===== config.mk =====
export PLATFORM = sky130hd
export DESIGN_NAME = qdr_cmd_bridge
export DESIGN_NICKNAME = d
export VERILOG_FILES = /design/src/rtl/qdr_cmd_bridge.sv
export SDC_FILE = /design/constraint.sdc
export NUM_CORES = 1
export LEC_CHECK = 0
export ABC_AREA = 1
export BUFFER_PORTS_ARGS = -buffer_cell sky130_fd_sc_hd__clkbuf_2
export CAP_MARGIN = 25
export CORE_ASPECT_RATIO = 1.5
export CORE_MARGIN = 2
export CORE_UTILIZATION = 40
export CTS_CLUSTER_DIAMETER = 200
export DETAILED_ROUTE_END_ITERATION = 16
export PLACE_DENSITY_LB_ADDON = 0.2
export SLEW_MARGIN = 20
export SYNTH_ARGS = -nofsm -noshare
export SYNTH_HDL_FRONTEND = slang
export SYNTH_SLANG_ARGS = --single-unit

===== constraint.sdc =====
create_clock -name qdr_clk -period 11 [get_ports qdr_clk]
set_input_delay 1.1 -clock qdr_clk [delete_from_list [all_inputs] [get_ports qdr_clk]]
set_output_delay 1.1 -clock qdr_clk [all_outputs]
set_load 0.01 [all_outputs]

===== src/rtl/qdr_cmd_bridge.sv =====
// rtl/qdr_cmd_bridge.sv - user command FIFO bridged onto the sniffer slave port, one strobe at a time
// Optional acked-command counters (wr_count/rd_count) are built when QDR_CMD_BRIDGE_STATS_EN is defined.

module qdr_cmd_bridge #(
  parameter int CMD_DEPTH  = 16,
  parameter int MAX_RD_OUT = 8
) (
  input  logic        qdr_clk,
  input  logic        qdr_rst_n,
  input  logic        user_wr_en,
  input  logic        user_rd_en,
  input  logic [31:0] user_addr,
  input  logic [35:0] user_wr_data,
  input  logic [3:0]  user_wr_be,
  output logic        user_ready,
  output logic [35:0] user_rd_data,
  output logic        user_rd_valid,
  output logic [31:0] slave_addr,
  output logic        slave_wr_strb,
  output logic [35:0] slave_wr_data,
  output logic [3:0]  slave_wr_be,
  output logic        slave_rd_strb,
  input  logic        slave_ack,
  input  logic [35:0] slave_rd_data,
  input  logic        slave_rd_dvld,
  input  logic        phy_rdy,
  output logic [2:0]  err_flags
`ifdef QDR_CMD_BRIDGE_STATS_EN
  ,
  output logic [31:0] wr_count,
  output logic [31:0] rd_count
`endif
);

  localparam int         AW       = $clog2(CMD_DEPTH);
  localparam int         EW       = 73;
  localparam logic [3:0] RD_LIMIT = 4'(MAX_RD_OUT);

  typedef enum logic [1:0] {WAIT_PHY, RUN, HOLD} state_t;

  state_t        r_state;
  state_t        w_state_nxt;
  logic [EW-1:0] r_mem [CMD_DEPTH];
  logic [AW:0]   r_wr_ptr;
  logic [AW:0]   r_rd_ptr;
  logic [3:0]    r_rd_out;
  logic [2:0]    r_err;
  logic [EW-1:0] w_head;
  logic          w_empty;
  logic          w_full;
  logic          w_push;
  logic          w_issue;
  logic          w_ack;
  logic          w_head_wr;
  logic          w_rd_block;
  logic          w_inc;
  logic          w_dec;

  // Entry layout: {is_write, addr[31:0], data[35:0], be[3:0]}
  assign w_empty    = (r_wr_ptr == r_rd_ptr);
  assign w_full     = (r_wr_ptr[AW] != r_rd_ptr[AW]) && (r_wr_ptr[AW-1:0] == r_rd_ptr[AW-1:0]);
  assign w_head     = r_mem[r_rd_ptr[AW-1:0]];
  assign w_head_wr  = w_head[EW-1];
  assign w_rd_block = !w_head_wr && (r_rd_out >= RD_LIMIT);
  // HOLD keeps accepting so the FIFO can fill behind a stalled slave.
  assign user_ready = (r_state != WAIT_PHY) && !w_full;
  assign w_push     = (user_wr_en || user_rd_en) && user_ready;
  assign w_ack      = (r_state == HOLD) && slave_ack;
  assign w_inc      = w_ack && slave_rd_strb;
  assign w_dec      = slave_rd_dvld && (r_rd_out != 4'd0);
  assign err_flags  = r_err;

  always_ff @(posedge qdr_clk or negedge qdr_rst_n) begin
    if (!qdr_rst_n) r_state <= WAIT_PHY;
    else            r_state <= w_state_nxt;
  end

  always_comb begin
    w_state_nxt = r_state;
    w_issue     = 1'b0;
    case (r_state)
      WAIT_PHY: if (phy_rdy) w_state_nxt = RUN;
      RUN: begin
        if (phy_rdy && !w_empty && !w_rd_block) begin
          w_issue     = 1'b1;
          w_state_nxt = HOLD;
        end else if (!phy_rdy) begin
          w_state_nxt = WAIT_PHY;
        end
      end
      HOLD:     if (slave_ack) w_state_nxt = phy_rdy ? RUN : WAIT_PHY;
      default:  w_state_nxt = WAIT_PHY;
    endcase
  end

  always_ff @(posedge qdr_clk) begin
    if (w_push) r_mem[r_wr_ptr[AW-1:0]] <= {user_wr_en, user_addr, user_wr_data, user_wr_be};
  end

  always_ff @(posedge qdr_clk or negedge qdr_rst_n) begin
    if (!qdr_rst_n) begin
      r_wr_ptr <= '0;
      r_rd_ptr <= '0;
    end else begin
      if (w_push)  r_wr_ptr <= r_wr_ptr + 1'b1;
      if (w_issue) r_rd_ptr <= r_rd_ptr + 1'b1;
    end
  end

  always_ff @(posedge qdr_clk or negedge qdr_rst_n) begin
    if (!qdr_rst_n) begin
      slave_wr_strb <= 1'b0;
      slave_rd_strb <= 1'b0;
      slave_addr    <= '0;
      slave_wr_data <= '0;
      slave_wr_be   <= '0;
    end else if (w_issue) begin
      slave_wr_strb <= w_head_wr;
      slave_rd_strb <= !w_head_wr;
      slave_addr    <= w_head[71:40];
      slave_wr_data <= w_head[39:4];
      slave_wr_be   <= w_head[3:0];
    end else if (w_ack) begin
      slave_wr_strb <= 1'b0;
      slave_rd_strb <= 1'b0;
    end
  end

  always_ff @(posedge qdr_clk or negedge qdr_rst_n) begin
    if (!qdr_rst_n) begin
      r_rd_out <= 4'd0;
      r_err    <= 3'b000;
    end else begin
      case ({w_inc, w_dec})
        2'b10:   r_rd_out <= r_rd_out + 4'd1;
        2'b01:   r_rd_out <= r_rd_out - 4'd1;
        default: r_rd_out <= r_rd_out;
      endcase
      if ((user_wr_en || user_rd_en) && (r_state != WAIT_PHY) && w_full) r_err[0] <= 1'b1;
      if (user_wr_en && user_rd_en && user_ready)                        r_err[1] <= 1'b1;
      if (slave_rd_dvld && (r_rd_out == 4'd0))                           r_err[2] <= 1'b1;
    end
  end

  always_ff @(posedge qdr_clk or negedge qdr_rst_n) begin
    if (!qdr_rst_n) begin
      user_rd_valid <= 1'b0;
      user_rd_data  <= '0;
    end else begin
      user_rd_valid <= slave_rd_dvld;
      if (slave_rd_dvld) user_rd_data <= slave_rd_data;
    end
  end

`ifdef QDR_CMD_BRIDGE_STATS_EN
  always_ff @(posedge qdr_clk or negedge qdr_rst_n) begin
    if (!qdr_rst_n) begin
      wr_count <= '0;
      rd_count <= '0;
    end else begin
      if (w_ack && slave_wr_strb) wr_count <= wr_count + 32'd1;
      if (w_inc)                  rd_count <= rd_count + 32'd1;
    end
  end
`endif

endmodule


### Word level (Yosys, flattened, before mapping)

Memories as Yosys holds them, arrays and structs flattened.
Index checks and enable logic that the tools add are counted.

* bits in registers: 130
* memory bits (writable): 1168
* word-level logic and storage cells: 70
* output and inout port bits: 115
* input port bits: 115
* memories kept: 1

Memories
* r_mem: words 16, width 73, read ports 1, clocked after Yosys merged registers in 0, write ports 1, line 43 `logic [EW-1:0] r_mem [CMD_DEPTH];`

* magnitude comparators: 1
* reductions and logical operators: 26
* muxes and demuxes: 14
* add/subtract/negate cells: 4
* equal/unequal tests: 10

Operator list (count)
* logical AND 1 bit: 14
* adder 5 x 1 -> 5 bit, second input constant: 2
* two-way mux 1 bit: 8
* two-way mux 2 bit: 4
* case mux 4 bit (2 select lines): 1
* case mux 2 bit (3 select lines): 1
* nonzero test 2 bit: 3
* equality test 5 bit: 1
* adder 4 x 1 -> 4 bit, second input constant: 1
* equality test 2 x 1 -> 1 bit, second input constant: 2
* equality test 2 bit, second input constant: 2
* equality test 4 bit: 1
* greater-or-equal comparator 4 bit, second input constant: 1
* zero test 1 bit: 4
* zero test 4 bit: 1
* != test 2 bit, second input constant: 2
* nonzero test 4 bit: 1
* subtractor 4 x 1 -> 4 bit, second input constant: 1
* != test 3 bit, second input constant: 1
* AND reduction 3 bit: 1
* zero test 2 bit: 1
* logical OR 1 bit: 1
* != test 1 bit: 1

### Longest topological paths before layout

Gate-level depths: netlist of run 1.
An unclocked memory read counts as a cell.

* depth in word-level cells: 8
* depth in mapped cells: 14
* gate-level depth less buffers: 12

### Least setup slack after synthesis of run 1

OpenSTA, ideal clock, no wires.

* path type: input to register
* start: in user_rd_en
* end: mem r_mem[1][0], enable pin
* library setup time: 594 ps
* arrival: 6563 ps
* path buffers: 1
* stages on the path: 5
* slack: 3843 ps
* required time: 10406 ps
* path through: o21ai_0 inv_1 nand2_1 buf_2 nor3_1

* cells in the longest elaborated chain, start to end: 4

Ends and longest elaborated chain
* start, declared: line 11 `input logic user_rd_en,`
* logical OR 1 bit: line 67 `assign w_push = (user_wr_en || user_rd_en) && user_ready;`
* logical AND 1 bit: line 67
* two-way mux 1 bit: line 97 `if (w_push) r_mem[r_wr_ptr[AW-1:0]] <= {user_wr_en, user_addr, user_wr_data, user_wr_be};`
* two-way mux 1 bit (implied by the code): line 97
* end, declared: line 43

Every way passes these cells.

### Worst setup path after layout of run 1

* start: reg r_rd_ptr[1]
* end: reg r_rd_ptr[0]

* cells in the longest elaborated chain, start to end: 7
* elaborated cells on any way between the ends: 10
* those cells by class: eq/ne: 1; mux: 2; reduce/logical: 6; memory: 1

Ends and longest elaborated chain
* start, declared: line 45 `logic [AW:0] r_rd_ptr;`
* start signal, assigned: line 106 `if (w_issue) r_rd_ptr <= r_rd_ptr + 1'b1;`
* memory (16 x 73 bit)
* zero test 1 bit: line 64 `assign w_rd_block = !w_head_wr && (r_rd_out >= RD_LIMIT);`
* logical AND 1 bit: line 64
* zero test 1 bit: line 84 `if (phy_rdy && !w_empty && !w_rd_block) begin`
* logical AND 1 bit (*): line 84
* two-way mux 1 bit (*): line 84
* two-way mux 1 bit (*): line 81 `case (r_state)`

Mark *: on every way between the ends. The rest lies on a longest branch, timed or not.
A chain may end at the register's enable or synchronous reset.

==> results by group, run 1 <==
Outcome
  – Status: finished, final reports clean

Die
  – Die H: 442 um
  – Cell Rows: 160
  – Core area: 127000 um2
  – Initial Utilization: 0.403
  – I/O pin cnt: 230
  – Die Area: about 130000 um2
  – Die W: approximately 300 um

Setup path
  – CP startpoint kind: flop
  – Crit Path Class: reg2reg
  – CP required: 11.69 ns
  – Critical Path Slowest Stage Cell: buf_4
  – Reg2Reg Depth: 12
  – Crit path top cell by count: nand2_1
  – Crit-path max cell delay: about 0.96 ns
  – Worst Setup SP: r_rd_ptr[1]
  – CP Capture Type: flop
  – Worst r2r src: r_rd_ptr[1]
  – CP arrival: between 5 and 6 ns
  – Worst-path fanout max: between 80 and 90
  – CP cell instances: inv_4, buf_4, nand3_1, nand2_1, nand2_1, nand2_1, clkinv_1, nand3_4, buf_4, buf_4, nand4_1, nand2_1

Synth
  – Simple-Gate Fraction of Synth Area: 0.117
  – Area leader, netlist: edfxtp_1
  – Synthesized cell area: between 50000 and 60000 um2
  – XOR/XNOR share of the synthesized area: 0.00274
  – Post-synth ARST share: 0.100
  – Largest family of logic cells by synthesized area: simple AND/OR/NAND/NOR gates
  – Area fraction of the dominant cell type after synthesis: 0.685
  – Area contributors post-synth: edfxtp_1, dfrtp_1, o21ai_0, nor2_1, nand2_1
  – Synthesized area per cell: 12.5 um2
  – Synth Warn #: 0
  – Compound-Gate Fraction of Synth Area: 0.0967
  – Cells after synthesis: just over 4k
  – Mapped Nets: around 4.2k
  – Sequential share of the synthesized area: 0.748
  – Distinct cell type count after synthesis: 32
  – EDFF count, synth: 1168
  – Adder-cell share of the synthesized area: 0.00195
  – Multiplexer area fraction after synthesis: 0
  – Yosys reg bits: 1298
  – Top_reg_cell synth: edfxtp_1

STA
  – # setup viols final: 0
  – Worst slew pin tran: 1.11 ns
  – Final setup TNS: 0 ns
  – Hold Vio Cnt, Final: 0
  – Max Clock Freq: 217 MHz
  – Final min period: around 4.6 ns
  – Clk_skew: 0.0436 ns
  – Pins Over Slew Limit: 0
  – RSZ-0062 raised after global routing: false
  – Tcrit/Tclk final: 0.420
  – Max_slew headroom: 0.262

Min path
  – HP Class: in2async

Flow run
  – MaxCap Viol Count: 0

GRT
  – First-pass GRT wire length: approximately 210000 um
  – Initial antenna violation count: 16
  – Total GRT Usage: 0.215
  – Grt ovf: 0
  – Vias in the first global route: 31.5k
  – Largest net degree at the start of global routing: around 180

Clock tree
  – H-tree lvl count: 3
  – Inserted Clock Buffers: 120
  – Master cell of the clock root buffer: clkbuf_16
  – Insertion delay to the later sink of the worst-skew pair: about 0.76 ns
  – Post-CTS Resized: 0
  – Clock-pin slew on the worst setup and hold paths: 0.06 ns
  – Clock sinks: 1298
  – Max clock buf depth: 3
  – CTS tree: done
  – Hold-fix buffers, CTS: 0
  – Post-CTS Setup Bufs: 0

Power
  – Power Dens Cells: approximately 260 nW/um2
  – IR drop worst, VDD: ~0.17 mV
  – Leakage power: 20.3 nW

Routing
  – DRT iter0 DRCs: 2800
  – Met1 wire length: 57700 um
  – Vias: between 30k and 40k
  – Vias/cell: ~5.4
  – Met2 WL: 72300 um
  – Number of remaining DRC errors: 0
  – Routed WL: 142000 um
  – DRT Pass-1 Iters: 5
  – Met3 routed WL: around 8600 um
  – Remaining antenna violation count: 0
  – Detailed-route wire length per cell: between 20 and 25 um
  – Top Metal Used: met5

Finish
  – Ratio of cells with drive above 1 in the final layout: 0.115
  – Nets: roughly 4.4k
  – Fill count: roughly 12k
  – Fin util: 0.456
  – Layout area overhead: 13.0%

Place
  – Routability Congestion: about 0.73
  – Placed wire-length estimate: 72300 um
  – Port bufs: around 230
==> cell usage after synthesis, types with 2 or more instances <==
master / number
buf_4: 20
nor2_1: 734
o21ai_1: 6
inv_2: 4
buf_1: 8
buf_6: 9
ha_1: 8
nand3_2: 3
nand2_1: 598
nand4_1: 74
nor3_1: 14
o211ai_1: 144
xor2_1: 10
nand3_1: 85
xnor2_1: 6
o22ai_1: 144
edfxtp_1: 1168
clkbuf_1: 173
dfrtp_1: 130
o21ai_0: 579
a21oi_1: 2
buf_2: 64
inv_1: 108
==> report_power, final <==
| part | internal, mW | switching [mW] |
|---|---|---|
| combinational | 1.20 | 3.19 |
| sequential | 6.02 | 0.303 |
| clock | 2.28 | 1.83 |
| total | 9.50 | 5.32 |
==> per-stage QoR <==
stage / cells / power [mW] / worst slack [ns] / hold slack (ns) / area, um2
CTS: 6050 / 15.0 / 6.38 / 0.200 / 57800
global route: 6062 / 15.7 / 6.00 / 0.235 / 57900
global placement: 5824 / 10.8 / 6.27 / 0.447 / 53900
floorplan: 4100 / 9.26 / 3.84 / 0.462 / 51200
finish: 6062 / 14.8 / 6.38 / 0.254 / 57900
detailed placement: 5824 / 10.8 / 6.21 / 0.448 / 53900
==> layer usage <==
layer  vias up  GRT usage
met5         -          0
met4        10     0.0789
met3       219     0.0333
met2      1021      0.370
met1     16405      0.273
li1      15005          -
==> worst paths after layout <==
check / endpoint / slack (ns)
min in group qdr_clk: err_flags[2] / 0.46
max in group asynchronous: user_rd_data[23] / 9.62
worst min-delay path: slave_addr[23] / 0.25
worst max-delay path: r_rd_ptr[0] / 6.38
worst max register to register: r_rd_ptr[0] / 6.38
worst min register to register: err_flags[2] / 0.46
==> logic make-up after synthesis <==
logic type,after synthesis
adders and majority gates,8
buffers and inverters,387
and+or+nand+nor,1512
AOI/OAI and AO/OA,879
DFF,1298
xor gates and xnor gates,16
==> cell usage in the layout, fill, tap and decap left out, drive strengths merged, types with 49 or more instances in the layout <==
| cell type | instances |
|---|---|
| o22ai | 144 |
| edfxtp | 1168 |
| nor2 | 735 |
| inv | 116 |
| nand2 | 598 |
| clkbuf | 392 |
| buf | 72 |
| dfrtp | 130 |
| o21ai | 585 |
| o211ai | 144 |
| nand4 | 74 |
| nand3 | 88 |
| clkinv | 49 |
==> flip-flops by register name (all words and copies together), names as in the netlist, 3 cells and up <==
| signal | count |
|---|---|
| r_mem | 1168 |
| slave_wr_be | 4 |
| slave_addr | 32 |
| r_rd_out | 4 |
| err_flags | 3 |
| r_wr_ptr | 5 |
| user_rd_data | 36 |
| slave_wr_data | 36 |
| r_rd_ptr | 5 |
==> worst max-delay path: cells and delay by family, from the launching register on <==
kind / cells / cell delay (ns)
simple gates: 7 / 0.88
buf+inv: 5 / 2.96
flops: 1 / 0.67
==> layout make-up <==
type / count / area (um2) / area share
antenna: 9 / 22.5 / 0.000389
clock buffer: 164 / 3330 / 0.0576
clock inverter: 62 / 529 / 0.00915
inverter: 113 / 444 / 0.00768
multi-input combinational: 2415 / 11300 / 0.196
sequential: 1298 / 38300 / 0.662
tap: 1701 / 2130 / 0.0368
timing repair buffer: 300 / 1750 / 0.0302
Note: power is estimated with default switching activity, not from simulation.
==> run 2: changes to the inputs <==
--- a/config.mk
+++ b/config.mk
@@ -5,7 +5,7 @@
 export SDC_FILE = /design/constraint.sdc
 export NUM_CORES = 1
 export LEC_CHECK = 0
-export ABC_AREA = 1
+export ABC_AREA = 0
 export BUFFER_PORTS_ARGS = -buffer_cell sky130_fd_sc_hd__clkbuf_2
 export CAP_MARGIN = 25
 export CORE_ASPECT_RATIO = 1.5
==> constraint.sdc (replaced) <==
create_clock -name qdr_clk -period 4 [get_ports qdr_clk]
set_input_delay 0.4 -clock qdr_clk [delete_from_list [all_inputs] [get_ports qdr_clk]]
set_output_delay 0.4 -clock qdr_clk [all_outputs]
set_load 0.01 [all_outputs]
==> run 2 against run 1 <==
Final area fell by 1.3%. Non-clock buffer count rose by 29. Utilization rose by 1.3 points. Critical path type unchanged. Worst setup slack got worse by 5.3 ns. Fmax rose by 56%. Clock skew rose by 0.014 ns. Die area fell by 4.3%.
==> results by group, run 2 <==
Synth
  – Most numerous cell in the Yosys netlist: edfxtp_1
  – XOR/XNOR share of the synthesized area: 0.00340
  – Post-synth top cells: edfxtp_1, mux4_2, dfrtp_1, mux2_2, clkbuf_1
  – Area contributors post-synth: edfxtp_1, mux4_2, dfrtp_1, mux2_2, mux2_4
  – Synth Warn #: 0
  – Area fraction of the dominant cell type after synthesis: 0.716
  – Sequential share of the synthesized area: 0.782
  – Adder-cell share of the synthesized area: 0.00204
  – Synthesized cell area: slightly below 50000 um2
  – Post-synth ARST share: 0.100
  – Multiplexer area fraction after synthesis: 0.196
  – Yosys reg bits: about 1.3k
  – Area leader, netlist: edfxtp_1
  – Compound-Gate Fraction of Synth Area: 0.00220
  – Top_reg_cell synth: edfxtp_1
  – Simple-Gate Fraction of Synth Area: 0.00508
  – Distinct cell type count after synthesis: 38
  – Cells after synthesis: 1968
  – EDFF count, synth: between 1k and 1.5k
  – Largest family of logic cells by synthesized area: multiplexers
  – Mapped Nets: around 2.1k
  – Synthesized area per cell: 24.9 um2

Routing
  – DRT Pass-1 Iters: 5
  – Vias/cell: 5.45
  – Detailed-route wire length per cell: between 20 and 30 um
  – Remaining antenna violation count: 0
  – DRT iter0 DRCs: between 1.5k and 2k
  – Routed WL: roughly 110000 um
  – Vias: between 20k and 25k
  – Number of remaining DRC errors: 0

Setup path
  – Worst Setup SP: r_rd_ptr[1]
  – Critical Path Slowest Stage Cell: buf_12
  – CP Capture Type: flop
  – Reg2Reg Depth: 6
  – Critical path's top delay family: buffers and inverters
  – CP cell instances: buf_12, mux4_2, nor2_4, nor3b_2, buf_12, mux2_2
  – CP bufs+invs: 2
  – CP startpoint kind: flop
  – CP required: between 4 and 5 ns
  – FF-to-FF End: slave_wr_data[24]
  – R2R setup slack: 1.04 ns
  – Crit path top cell by count: buf_12
  – Crit Path Class: reg2reg
  – CP arrival: 3.54 ns
  – Worst r2r src: r_rd_ptr[1]
  – Worst-path fanout max: between 100 and 150
  – Crit-path max cell delay: ~0.6 ns

Clock tree
  – Clock sinks: ~1.3k
  – H-tree lvl count: 3
  – Inserted Clock Buffers: 117
  – CTS tree: done
  – Post-CTS Resized: 0
  – Clock-pin slew on the worst setup and hold paths: 0.07 ns
  – Insertion delay to the later sink of the worst-skew pair: between 0.7 and 0.8 ns
  – Post-CTS Setup Bufs: 0
  – Hold-fix buffers, CTS: 40
  – Max clock buf depth: 3
  – Master cell of the clock root buffer: clkbuf_16

Finish
  – Fin util: 0.469
  – Layout area overhead: 16.5%
  – Ratio of cells with drive above 1 in the final layout: 0.402
  – Final instance area: approximately 57000 um2
  – Nets: 2440
  – Most frequent cells in the layout: edfxtp_1, mux4_2, clkbuf_2, dfrtp_1, clkbuf_16
  – Number of flip-flops in the largest register: about 1.2k
  – Non-Filler Instances: around 4k
  – Most common library cell in the layout ignoring fill and taps: edfxtp_1

GRT
  – Total GRT Usage: 0.186
  – First-pass GRT wire length: 166000 um
  – Grt ovf: 0
  – Initial antenna violation count: 17
  – Vias in the first global route: roughly 24k
  – Largest net degree at the start of global routing: about 150

Place
  – Post-Place Worst Slack: roughly 0.95 ns
  – Dpl cell area: approximately 53000 um2
  – Inst Count DP: 3748
  – Placed wire-length estimate: 60400 um
  – Routability Congestion: ~0.7
  – Port bufs: roughly 230

Power
  – Total power: between 30 and 40 mW
  – Power Dens Cells: ~700 nW/um2
  – IR drop worst, VDD: 0.771 mV
  – Sw Ratio: 0.277
  – Leakage power: 18.6 nW
  – Clock Power Share: 0.296
  – Logic pwr share: 0.266
  – Register share of total power: 0.438
  – Net Sw Power: around 11 mW
  – Internal power: about 28 mW

STA
  – Hold Slack: 0.0523 ns
  – Worst slew pin tran: ~1.2 ns
  – Final min period: roughly 3.0 ns
  – RSZ-0062 raised after global routing: false
  – # setup viols final: 0
  – Tcrit/Tclk final: 0.739
  – Max_slew headroom: 0.232
  – Hold Vio Cnt, Final: 0
  – Clk_skew: ~0.057 ns
  – Final setup TNS: 0 ns
  – Pins Over Slew Limit: 0
  – Worst setup margin: about 1.0 ns
  – Max Clock Freq: 338 MHz

Die
  – Die W: a little under 300 um
  – Die H: approximately 430 um
  – I/O pin cnt: 230
  – Die Area: roughly 130000 um2
  – Cell Rows: 157
  – Initial Utilization: 0.402
  – Core area: between 100000 and 150000 um2

Min path
  – WHS Path Cells: 2
  – Worst hold start: user_rd_en
  – Worst Hold Path EP: err_flags[1]
  – HP Class: in2reg

Outcome
  – Status: finished, final reports clean

Flow run
  – MaxCap Viol Count: 0
## run 2: cell types whose count changed after synthesis, sizes merged, moves of 70 or more
cell    before  now
mux2         0  111
clkbuf     173   72
mux4         0  365
o21ai      585    3
nor2       735    2
nand4       74    4
buf        101   27
nand3       88    1
nand2      598    8
inv        112    8
o211ai     144    1
o22ai      144    2
## run 2: logic make-up after synthesis
family                     Yosys count
DFF                               1298
muxes                              478
buffers and inverters              107
and+or+nand+nor                     43
xor gates and xnor gates            19
AOI/OAI and AO/OA                   15
adders and majority gates            8
## run 2: layer usage
layer | global-route usage | part of all wire | vias up
met5 | 0 | 0.00080 | -
met4 | 0.0567 | 0.024 | 14
met2 | 0.325 | 0.53 | 600
li1 | - | - | 9137
met3 | 0.0318 | 0.050 | 174
met1 | 0.235 | 0.40 | 11978
## run 2: power by group through the flow
stage          Combinational, mW  Sequential [mW]  Clock (mW)
4_1_cts                     10.7             17.2        11.9
3_5_place_dp                10.7             17.5           0
2_1_floorplan               7.22             17.3           0
3_3_place_gp                10.6             17.4           0
6_report                    10.4             17.1        11.6
5_1_grt                     11.2             17.3        12.3
## run 2: worst max-delay path by stage
stage	endpoint	slack [ns]	cells after the start
4_1_cts	slave_wr_data[24]	0.90	6
5_1_grt	slave_wr_data[20]	0.89	6
3_5_place_dp	slave_wr_data[23]	0.95	6
2_1_floorplan	r_mem[3][0]	0.54	7
3_3_place_gp	slave_addr[22]	0.95	6
6_report	slave_wr_data[24]	1.04	6
## run 2: worst reg2reg max path, stage by stage (launching register included)
cell	delay, ns
dfrtp_4	0.45
buf_12	0.61
mux4_2	0.45
nor2_4	0.06
nor3b_2	0.30
buf_12	0.45
mux2_2	0.48
## run 2: area by class of cell
type                    instances  area, um2
clock inverters                77        856
inverters                       8       30.0
flip-flops and latches       1298      38300
multi-input cells             563      10300
repair buffers                329       2430
fillers                      9960      64700
well taps                    1590       1990
diodes                          6       15.0
clock buffers                 145       3130
==> run 3: changes to the inputs <==
==> constraint.sdc (replaced) <==
create_clock -name qdr_clk -period 2.9 [get_ports qdr_clk]
set_input_delay 0.29 -clock qdr_clk [delete_from_list [all_inputs] [get_ports qdr_clk]]
set_output_delay 0.29 -clock qdr_clk [all_outputs]
set_load 0.01 [all_outputs]
==> run 3 against run 2 <==
Worst setup slack got worse by 0.86 ns. Largest power group unchanged. Sequential power increased by 39%. Critical endpoint is now slave_wr_data[33]. Cell count increased by 2.5%. Via count increased by 2.3%. First-iteration DRC count increased by 9.0%. Die area unchanged. Hold slack improved by 0.0051 ns.
==> results by group, run 3 (synthesis results as in run 2) <==
GRT
  – Initial antenna violation count: 9
  – M3 GR Usage: 0.0281
  – Grt met2 use: 0.325
  – Largest net degree at the start of global routing: 87
  – First-pass GRT wire length: about 170000 um
  – Met1 Use GR: 0.251
  – Total GRT Usage: 0.190
  – Grt ovf: 0
  – Busiest grt layer: met2
  – Vias in the first global route: around 24k

Min path
  – WHS Path Cells: 3
  – Worst Hold Path EP: err_flags[0]
  – HP Class: in2reg
  – Worst hold start: user_wr_en

Setup path
  – CP required: approximately 3.5 ns
  – FF-to-FF End: slave_wr_data[33]
  – Worst-path fanout max: 56
  – CP Capture Type: flop
  – CP arrival: between 3 and 4 ns
  – R2R setup slack: roughly 0.18 ns
  – Crit Path Class: reg2reg
  – Worst r2r src: r_rd_ptr[0]
  – Reg2Reg Depth: 5
  – CP startpoint kind: flop

Routing
  – Number of remaining DRC errors: 0
  – DRT Pass-1 Iters: 7
  – Remaining antenna violation count: 0
  – Detailed-route wire length per cell: between 20 and 30 um
  – Routed WL: between 100000 and 150000 um
  – Vias/cell: approximately 5.4
  – DRT iter0 DRCs: roughly 1.9k
  – Vias: approximately 22k

Place
  – Routability Congestion: 0.706
  – Port bufs: between 200 and 250
  – Post-Place Worst Slack: between 0.15 and 0.2 ns
  – Placed wire-length estimate: around 63000 um

Power
  – Sw Ratio: 0.277
  – Internal power: about 39 mW
  – Net Sw Power: between 15 and 20 mW
  – Power Dens Cells: around 930 nW/um2
  – IR drop worst, VDD: roughly 0.73 mV
  – Register share of total power: 0.434
  – Clock Power Share: 0.294
  – Leakage power: 19.2 nW
  – Logic pwr share: 0.272

Clock tree
  – Inserted Clock Buffers: 119
  – CTS tree: done
  – Clock sinks: approximately 1.3k
  – Master cell of the clock root buffer: clkbuf_16
  – H-tree lvl count: 3
  – Clock-pin slew on the worst setup and hold paths: 0.06 ns
  – Max clock buf depth: 3
  – Insertion delay to the later sink of the worst-skew pair: about 0.76 ns

Finish
  – Sequential cell area: about 38000 um2
  – Most common library cell in the layout ignoring fill and taps: edfxtp_1
  – Number of flip-flops in the largest register: ~1.2k
  – Fill count: 9826
  – Nets: roughly 2.5k
  – Layout area overhead: 19.2%
  – Area of the multi-input gates: about 10000 um2
  – Most frequent cells in the layout: edfxtp_1, mux4_2, clkbuf_2, dfrtp_1, clkbuf_16
  – Ratio of cells with drive above 1 in the final layout: 0.394

Die
  – Initial Utilization: 0.402
  – Die Area: 125000 um2
  – Core area: roughly 120000 um2
  – Die H: 433 um
  – Cell Rows: 157
  – I/O pin cnt: 230
  – Die W: about 290 um

STA
  – Max_slew headroom: 0.412
  – Clk_skew: 0.0576 ns
  – # setup viols final: 0
  – Final setup TNS: 0 ns
  – Max Clock Freq: around 370 MHz
  – Hold Vio Cnt, Final: 0
  – Worst slew pin tran: between 0.8 and 0.9 ns
  – Worst setup margin: between 0.15 and 0.2 ns
  – Pins Over Slew Limit: 0
  – Tcrit/Tclk final: 0.938
  – Final min period: between 2 and 3 ns
  – RSZ-0062 raised after global routing: false

Flow run
  – MaxCap Viol Count: 0

Outcome
  – Status: finished, final reports clean
-- run 3: worst max-delay path, cell delays in order (launching register included) --
cell	delay (ns)
dfrtp_4	0.49
buf_12	0.26
buf_12	0.40
mux4_2	0.57
mux4_2	0.48
mux2_4	0.27
-- run 3: through the flow --
stage | hold WS, ns | instances | power, mW | area, um2 | utilization
floorplan | -0.00559 | 1968 | 33.9 | 49100 | -
global placement | 0.340 | 3771 | 38.9 | 53200 | 0.437
detailed placement | 0.351 | 3771 | 39.1 | 53200 | 0.437
CTS | 0.0240 | 4112 | 55.3 | 58400 | 0.479
global route | 0.0413 | 4116 | 56.8 | 58400 | 0.479
finish | 0.0574 | 4116 | 54.5 | 58400 | 0.479
-- run 3: timing repair --
item | 4_1_cts | 5_1_grt
hold endpoints to repair | 1234 | 0
hold buffers | 114 | 0
setup endpoints to repair | 0 | 1
resized for setup | 0 | 2
setup buffers | 0 | 1
-- run 3: layer usage --
layer	part of all wire	vias up
met1	0.41	12264
met5	0.00056	-
met2	0.52	650
li1	-	9312
met4	0.023	10
met3	0.048	162
-- run 3: how the worst max path moves through the flow --
stage	start	end	slack (ns)
finish	r_rd_ptr[0]	slave_wr_data[33]	0.18
global route	r_rd_ptr[0]	slave_wr_data[20]	0.03
CTS	r_rd_ptr[0]	user_ready	0.02
detailed placement	r_rd_ptr[0]	slave_addr[1]	0.18
global placement	r_rd_ptr[0]	slave_addr[2]	0.18
floorplan	r_wr_ptr[2]	r_mem[3][0]	-0.37
-- run 3: area by class of cell --
cell class | count | share of cell area
diodes | 3 | 0.000129
multi-input cells | 563 | 0.177
flip-flops and latches | 1298 | 0.657
clock buffers | 169 | 0.0563
inverters | 8 | 0.000514
well taps | 1590 | 0.0341
repair buffers | 427 | 0.0632
clock inverters | 58 | 0.0122
-- run 3: power groups by stage --
stage	Clock (mW)	Combinational, mW	Sequential, mW
after floorplan	0	10.0	23.8
after global placement	0	14.9	24.0
after detailed placement	0	15.1	24.1
after CTS	16.4	15.2	23.7
after global routing	17.1	15.9	23.8
final	16.0	14.8	23.7
